**src/rtl/logic_gate_unit_if.sv**
```systemverilog
`default_nettype none
// ============================================================================
// Module      : logic_gate_unit_if
// Description : Handshake bundle for logic_gate_unit. Carries the producer
//               side (in_valid/in_ready/op/a/b), the consumer side
//               (out_valid/out_ready/z/op_out) and the delivered-result
//               counter. With LGU_PARITY_EN defined, a z_par signal is added.
//               Modports:
//                 master - producer/consumer side (drives in_valid, op, a, b,
//                          out_ready)
//                 slave  - the gate unit itself
// Revision    : 1.0 - initial release
// ============================================================================
interface logic_gate_unit_if #(
  parameter int WIDTH = 5,
  parameter int CNT_W = 8
);
  logic             in_valid;
  logic             in_ready;
  logic [2:0]       op;
  logic [WIDTH-1:0] a;
  logic [WIDTH-1:0] b;
  logic             out_valid;
  logic             out_ready;
  logic [WIDTH-1:0] z;
  logic [2:0]       op_out;
  logic [CNT_W-1:0] count;
`ifdef LGU_PARITY_EN
  logic             z_par;
`endif

  modport master (
    output in_valid, op, a, b, out_ready,
`ifdef LGU_PARITY_EN
    input  z_par,
`endif
    input  in_ready, out_valid, z, op_out, count
  );

  modport slave (
    input  in_valid, op, a, b, out_ready,
`ifdef LGU_PARITY_EN
    output z_par,
`endif
    output in_ready, out_valid, z, op_out, count
  );
endinterface
`default_nettype wire

```
**src/rtl/logic_gate_unit.sv**
```systemverilog
`default_nettype none
// ============================================================================
// Module      : logic_gate_unit
// Description : Registered bitwise gate unit. Each accepted transaction
//               computes one of eight logic functions of a/b and pushes the
//               result and its op code into a two-entry FIFO. The FIFO head
//               is presented on z/op_out with a valid/ready handshake and
//               every delivered result increments a wrapping counter.
//               Ops: 000 AND, 001 OR, 010 XOR, 011 NAND, 100 NOR, 101 XNOR,
//                    110 NOT a, 111 BUF a.
// Ports       : clk  - rising-edge clock
//               rst  - asynchronous active-high reset
//               bus  - logic_gate_unit_if.slave (handshakes, operands,
//                      result, op_out, count)
// Options     : LGU_PARITY_EN - stores XOR-reduction of z with every entry
//                               and presents it on bus.z_par.
// Revision    : 1.0 - initial release
// ============================================================================
module logic_gate_unit #(
  parameter int WIDTH = 5,
  parameter int CNT_W = 8
) (
  input  wire logic          clk,
  input  wire logic          rst,
  logic_gate_unit_if.slave   bus
);

  localparam logic [1:0] C_OCC_FULL = 2'd2;

  // Two-entry storage, indexed by one-bit read/write pointers.
  logic [WIDTH-1:0] r_z   [0:1];
  logic [2:0]       r_op  [0:1];
`ifdef LGU_PARITY_EN
  logic             r_par [0:1];
`endif
  logic             r_rd_ptr;
  logic             r_wr_ptr;
  logic [1:0]       r_occ;
  logic [CNT_W-1:0] r_cnt;

  logic [WIDTH-1:0] w_res;
  logic             w_in_ready;
  logic             w_out_valid;
  logic             w_push;
  logic             w_pop;

  always_comb begin
    w_res = '0;
    case (bus.op)
      3'b000:  w_res = bus.a & bus.b;
      3'b001:  w_res = bus.a | bus.b;
      3'b010:  w_res = bus.a ^ bus.b;
      3'b011:  w_res = ~(bus.a & bus.b);
      3'b100:  w_res = ~(bus.a | bus.b);
      3'b101:  w_res = ~(bus.a ^ bus.b);
      3'b110:  w_res = ~bus.a;
      3'b111:  w_res = bus.a;
      default: w_res = '0;  // X op: result undefined, keep state sane
    endcase
  end

  // in_ready depends only on registered occupancy, so a full buffer refuses
  // a push even when the consumer pops in the same cycle.
  assign w_in_ready  = (r_occ != C_OCC_FULL);
  assign w_out_valid = (r_occ != 2'd0);
  assign w_push      = bus.in_valid && w_in_ready;
  assign w_pop       = w_out_valid && bus.out_ready;

  always_ff @(posedge clk or posedge rst) begin
    if (rst) begin
      r_z[0]   <= '0;
      r_z[1]   <= '0;
      r_op[0]  <= '0;
      r_op[1]  <= '0;
`ifdef LGU_PARITY_EN
      r_par[0] <= 1'b0;
      r_par[1] <= 1'b0;
`endif
      r_rd_ptr <= 1'b0;
      r_wr_ptr <= 1'b0;
      r_occ    <= 2'd0;
      r_cnt    <= '0;
    end else begin
      if (w_push) begin
        r_z[r_wr_ptr]   <= w_res;
        r_op[r_wr_ptr]  <= bus.op;
`ifdef LGU_PARITY_EN
        r_par[r_wr_ptr] <= ^w_res;
`endif
        r_wr_ptr        <= ~r_wr_ptr;
      end
      if (w_pop) begin
        r_rd_ptr <= ~r_rd_ptr;
        r_cnt    <= r_cnt + CNT_W'(1);
      end
      case ({w_push, w_pop})
        2'b10:   r_occ <= r_occ + 2'd1;
        2'b01:   r_occ <= r_occ - 2'd1;
        default: r_occ <= r_occ;
      endcase
    end
  end

  // The head entry is driven straight from storage; reset clears storage and
  // the read pointer, so z/op_out read zero while rst is high.
  assign bus.in_ready  = w_in_ready;
  assign bus.out_valid = w_out_valid;
  assign bus.z         = r_z[r_rd_ptr];
  assign bus.op_out    = r_op[r_rd_ptr];
  assign bus.count     = r_cnt;
`ifdef LGU_PARITY_EN
  assign bus.z_par     = r_par[r_rd_ptr];
`endif

endmodule
`default_nettype wire

```
**src/flat_wrapper.sv**
```systemverilog
// flat-port wrapper written by rule: the top's interface ports become plain ports
module logic_gate_unit_flat 
#(
  parameter int WIDTH = 5,
  parameter int CNT_W = 8
)
  (clk, rst, bus_in_valid, bus_op, bus_a, bus_b, bus_out_ready, bus_in_ready, bus_out_valid, bus_z, bus_op_out, bus_count);
  logic_gate_unit_if #(.WIDTH(WIDTH), .CNT_W(CNT_W)) bus_i ();
  input  wire logic clk;
  input  wire logic rst;
  input wire logic [$bits(bus_i.in_valid)-1:0] bus_in_valid;
  input wire logic [$bits(bus_i.op)-1:0] bus_op;
  input wire logic [$bits(bus_i.a)-1:0] bus_a;
  input wire logic [$bits(bus_i.b)-1:0] bus_b;
  input wire logic [$bits(bus_i.out_ready)-1:0] bus_out_ready;
  output wire logic [$bits(bus_i.in_ready)-1:0] bus_in_ready;
  output wire logic [$bits(bus_i.out_valid)-1:0] bus_out_valid;
  output wire logic [$bits(bus_i.z)-1:0] bus_z;
  output wire logic [$bits(bus_i.op_out)-1:0] bus_op_out;
  output wire logic [$bits(bus_i.count)-1:0] bus_count;
  assign bus_i.in_valid = bus_in_valid;
  assign bus_i.op = bus_op;
  assign bus_i.a = bus_a;
  assign bus_i.b = bus_b;
  assign bus_i.out_ready = bus_out_ready;
  assign bus_in_ready = bus_i.in_ready;
  assign bus_out_valid = bus_i.out_valid;
  assign bus_z = bus_i.z;
  assign bus_op_out = bus_i.op_out;
  assign bus_count = bus_i.count;
  logic_gate_unit #(.WIDTH(WIDTH), .CNT_W(CNT_W)) u_core (.clk(clk), .rst(rst), .bus(bus_i));
endmodule
```
**config.mk**
```make
export PLATFORM = sky130hd
export DESIGN_NAME = logic_gate_unit_flat
export DESIGN_NICKNAME = d
export VERILOG_FILES = /design/src/rtl/logic_gate_unit_if.sv /design/src/rtl/logic_gate_unit.sv /design/src/flat_wrapper.sv
export SDC_FILE = /design/constraint.sdc
export NUM_CORES = 1
export LEC_CHECK = 0
export ABC_AREA = 0
export CORE_MARGIN = 2
export CORE_UTILIZATION = 28
export CTS_BUF_LIST = sky130_fd_sc_hd__clkbuf_4 sky130_fd_sc_hd__clkbuf_8 sky130_fd_sc_hd__clkbuf_16
export DETAILED_ROUTE_END_ITERATION = 16
export GPL_TIMING_DRIVEN = 0
export HOLD_SLACK_MARGIN = 0.12
export PLACE_DENSITY = 0.51
export SETUP_SLACK_MARGIN = 0.05
export SLEW_MARGIN = 10
export SYNTH_ARGS = -nofsm -noshare
export SYNTH_HDL_FRONTEND = slang
export SYNTH_SLANG_ARGS = --single-unit
```
**constraint.sdc**
```tcl
create_clock -name clk -period 2.6 [get_ports clk]
set_input_delay 0.52 -clock clk [delete_from_list [all_inputs] [get_ports clk]]
set_output_delay 0.52 -clock clk [all_outputs]
set_load 0.05 [all_outputs]
```
Yosys cells after proc, flatten, opt, wreduce, memory -nomap -nowiden
Cells that the tools add are included.
- flip-flop bits (word level): 28
- input bits: 17
- word-level logic and storage cells: 55
- add/sub/neg operators: 3
- $lt $le $gt $ge: 3
- equal/unequal tests: 10
- multiplexer cells: 14
- bitwise operators: 11
- reductions and logical operators: 6
- operators by type and width (operator ; number):
    $pmux W5 S8 ; 1
    $mux W5 ; 4
    $not A5 Y5 ; 4
    $eq A3 B3 Y1 const B ; 4
    $mux W3 ; 4
    $bwmux W10 ; 1
    $add A8 B1 Y8 const B ; 1
    $bwmux W6 ; 1
    $eq A3 B2 Y1 const B ; 2
    $and A5 B5 Y5 ; 1
    $demux W5 S1 ; 1
    $or A5 B5 Y5 ; 1
    $xor A5 B5 Y5 ; 1
    $ge A2 B2 Y1 const B ; 2
    $not A1 Y2 ; 2
    $pmux W2 S2 ; 1
    $reduce_bool A2 Y1 ; 2
    $demux W3 S1 ; 1
    $eq A3 B1 Y1 const B ; 1
    $logic_and A1 B1 Y1 ; 3
    $logic_not A3 Y1 ; 1
    $add A2 B1 Y2 const B ; 1
    $eq A2 B1 Y1 const B ; 1
    $eq A2 B2 Y1 const B ; 1
    other kinds (4) ; 5

Longest topological paths before layout
- word-level depth: 6
- gate-level depth with buffers: 6
- gate-level depth less buffers: 6

Worst setup path before layout
Ideal clock, no wire load.
- kind: reg-to-reg
- start point: reg u_core.r_occ[0]
- end point: reg u_core.r_occ[1]
- library setup time: 0.079 ns
- arrival: 1.603 ns
- data required time: 2.521 ns
- path slack: 0.917 ns
- stages on the path, launching flop included: 6
- buffers on the path: 0
- clock period less this slack: 1.683 ns
- path through: dfrtp_1 > nand2b_1 > nand2_1 > ha_1 > nor2_1 > xor2_1
- longest elaborated chain between the ends: 4
- RTL lines (what ; line ; source):
    start: declaration ; logic_gate_unit.sv:38 ; logic [1:0] r_occ;
    start signal: assignment ; logic_gate_unit.sv:97 ; 2'b10: r_occ <= r_occ + 2'd1;
    start signal: assignment ; logic_gate_unit.sv:98 ; 2'b01: r_occ <= r_occ - 2'd1;
    start signal: assignment ; logic_gate_unit.sv:99 ; default: r_occ <= r_occ;
    $ne A2 B2 Y1 (*) ; logic_gate_unit.sv:64 ; assign w_in_ready = (r_occ != C_OCC_FULL);
    named net bus_in_ready ; flat_wrapper.sv:16 ; output wire logic [$bits(bus_i.in_ready)-1:0] bus_in_ready;
    $logic_and A1 B1 Y1 (*) ; logic_gate_unit.sv:66 ; assign w_push = bus.in_valid && w_in_ready;
    $eq A2 B1 Y1 or $eq A2 B2 Y1 (tied branches) ; logic_gate_unit.sv:96 ; case ({w_push, w_pop})
    $pmux W2 S2 or $reduce_bool A2 Y1 (tied branches) ; n/a ;
The timed path passes the listed nets; every way through them passes the cells marked *.
A chain may end at the register's enable or synchronous reset.

Final worst setup path
- start point: reg u_core.r_rd_ptr
- end point: out bus_z[3]
- longest elaborated chain between the ends: 4
- RTL lines (what ; line ; source):
    start: declaration ; logic_gate_unit.sv:36 ; logic r_rd_ptr;
    start signal: assignment ; logic_gate_unit.sv:93 ; r_rd_ptr <= ~r_rd_ptr;
    $not A1 Y2 (implied by the code) ; logic_gate_unit.sv:108 ; assign bus.z = r_z[r_rd_ptr];
    $mux W5 (implied by the code) (3 in a row) ; logic_gate_unit.sv:108 ;
    end: declaration ; flat_wrapper.sv:18 ; output wire logic [$bits(bus_i.z)-1:0] bus_z;
Every way passes these cells. The select of a mux whose other input is x is not followed.

==> qor.yml <==
max_freq_ghz: 0.419
nets: 247
r2r_slack_ns: 0.84
synth_edf_count: 0
slew_headroom_pct: 32.9
maxCapViolCount: 0
dieWidth_um: 83.0
yosysTopAreaCellShare_pct: 40.1
cellLeakagePower_nw: 0.981
min_delay_path_depth: 2
insertion_delay_ns: 0.27
synth-simple-area-share_pct: 17.0
rsz0062_at_grt: "false"
synthTopCellsByArea: "dfrtp_1, mux2_2, ha_1"
min_from: "u_core.r_z[7]"
wl_per_cell_um: 12.5
h-tree-depth: 1
cp.required_ns: 2.08
synth-xor-area-share_pct: 5.51
regToRegEndpoint: "u_core.r_occ[1]"
synth_top_family_by_area: "simple AND/OR/NAND/NOR gates"
totalNegativeSetupSlack_ns: 0
multi_input_area_um2: 947
coreArea_um2: 5990
nFillCells: 615
cp.arrival_ns: 1.87
start_util_pct: 29.2
route.vias.total: 1365
cts_sinks: 28
regArea_um2: 702
dr.first_iter.drc_count: 80
drt-total-wl_um: 3650
critPathMaxFanout: 9
p_int_w: 0.00136
drc: 0
finalSetupViolCount: 0
grt_pass1_vias: 1364
critPathKind: "reg -> out"
gp_congestion: 0.722
synth-seq-area-share_pct: 40.1
synth-seq-cells: 28
tightest_slew_ns: 1.00
slew_viol_final: 0
synth_common_cells: "dfrtp_1, nand2_1, inv_1, mux2_2, nor2_1"
dieArea_um2: 6890
status: "complete, no violations"
fin_crit_sh_pct: 91.9
grt_pass1_wl_um: 6420
period_needed_ns: 2.39
synth_fa_ha_area_share_pct: 8.59
grt-ovfl-total: 0
layout-drive-gt1-share_pct: 12.9
synth_compound_area_share_pct: 14.1
dpl-instance-area_um2: 2180
synth_most_common_cell: "dfrtp_1"
start_kind: "flop"
ant_nets: 0
vias_per_cell: 4.67
reg2reg_from: "u_core.r_occ[0]"
synthArstFlopShare_pct: 100
dr.pass1.iters: 4
grt_max_degree: 29
endpoint_kind: "primary output"
mappedNetlistArea_um2: 1750
clkSlewWorstSetupHoldPaths_ns: 0.09
synth_cell_types: 36
syn_area_per_cell_um2: 9.71
finalInstanceArea_um2: 2230
power.density_nw_per_um2: 1130
numCtsBuffers: 3
synthCells: 180
min_path_type: "reg -> reg"
synth_nets: 209
postCtsSetupBuffers: 0
synth_ff_type: "dfrtp_1"
gr-usage-all-layers_pct: 11.2
fp.dieH_um: 83.0
p_switching_w: 0.00118
hold-path-endpoint: "u_core.r_z[7]"
synth_top_cell_by_area: "dfrtp_1"
clk_path_buf_depth: 2
yosys_warnings: 0
finalClockSkew_ns: 0.00324
power_frac_seq_pct: 32.0
syn_to_final_growth_pct: 27.8
synth_mux_area_share_pct: 9.02
cts-root-buf: "clkbuf_8"
p_clk_share_pct: 10.6
worstRegToRegCells: 5
swShare_pct: 46.4
hold_viol: 0
rows: 28
portBuffers: 34
dp_hpwl_um: 2770
power_frac_comb_pct: 57.4
antenna_found_initial: 0
cts_tree: "done"
io_pins: 35
vdd_ir_drop_max_mv: 0.588
diodes: 0
[area by class of cell]
cell class | instances | area share (%)
flip-flops and latches | 28 | 31.4
plain buffers | 7 | 1.96
repair buffers | 34 | 15.2
clock buffers | 4 | 2.46
multi-input cells | 130 | 42.4
well taps | 75 | 4.20
inverters | 14 | 2.35
[cell families after synthesis]
group	Yosys count
xor gates and xnor gates	11
adders and majority gates	12
buffers and inverters	22
DFF	28
and+or+nand+nor	61
muxes	14
AOI/OAI and AO/OA	32
[state kept, by name, indices dropped and copies added, names as in the netlist]
name and cells:
u_core.r_occ 2, u_core.r_z 10, u_core.r_op 6, u_core.r_wr_ptr 1, u_core.r_rd_ptr 1, u_core.bus.count 8
[critical path: stages, from the launching register on]
cell and delay, ns:
dfrtp_2 0.51, mux2_2 0.38, clkdlybuf4s50_1 0.70
[routing by layer]
| metal | track usage, % | wire length, um |
|---|---|---|
| met1 | 15.0 | 1820 |
| met2 | 17.7 | 1700 |
| met3 | 2.78 | 97 |
| met4 | 3.13 | 34 |
| met5 | 0 | 0 |
[cells in the final DEF, fill, tap and decap left out, types with 3 or more instances in the layout]
cell	Yosys	layout
a311oi_1	3	3
buf_2	5	5
clkbuf_8	0	4
clkdlybuf4s50_1	0	34
dfrtp_1	28	27
ha_1	12	12
inv_1	14	13
mux2_2	14	14
nand2_1	19	19
nand2b_1	6	6
nand3_1	5	5
nor2_1	14	14
nor2b_1	6	6
o211ai_1	3	3
o311a_1	3	3
o31ai_1	10	10
xnor2_1	10	10
[timing repair]
item                                    4_1_cts  5_1_grt
hold buffers                                  0        0
endpoints found under the setup margin        8        8
hold endpoints to repair                      0        0
resized for setup                             0        1
[how the worst max path moves through the flow]
stage,cells after the start,start,endpoint
final,2,u_core.r_rd_ptr,bus_z[3]
after global routing,2,u_core.r_rd_ptr,bus_z[2]
after CTS,2,u_core.r_rd_ptr,bus_z[3]
after detailed placement,3,u_core.r_rd_ptr,bus_z[3]
after global placement,3,u_core.r_rd_ptr,bus_z[3]
after floorplan,5,u_core.r_occ[0],u_core.r_occ[1]
[metrics by stage]
| step | hold slack [ns] | utilization [%] | total power, W | setup WS (ns) | cells |
|---|---|---|---|---|---|
| floorplan | 0.443 | - | 0.00184 | 0.917 | 180 |
| global placement | 0.459 | 36.4 | 0.00228 | 0.198 | 289 |
| detailed placement | 0.463 | 36.4 | 0.00229 | 0.223 | 289 |
| CTS | 0.486 | 37.3 | 0.00257 | 0.0752 | 292 |
| global route | 0.506 | 37.3 | 0.00270 | 0.138 | 292 |
| finish | 0.481 | 37.3 | 0.00254 | 0.212 | 292 |
[power groups by stage]
stage,clock (W),combinational (W),sequential [W]
floorplan,0,0.000922,0.000917
global placement,0,0.00150,0.000787
detailed placement,0,0.00150,0.000794
CTS,0.000282,0.00147,0.000813
global route,0.000301,0.00155,0.000843
finish,0.000269,0.00145,0.000812
Note: power is estimated with default switching activity, not from simulation.
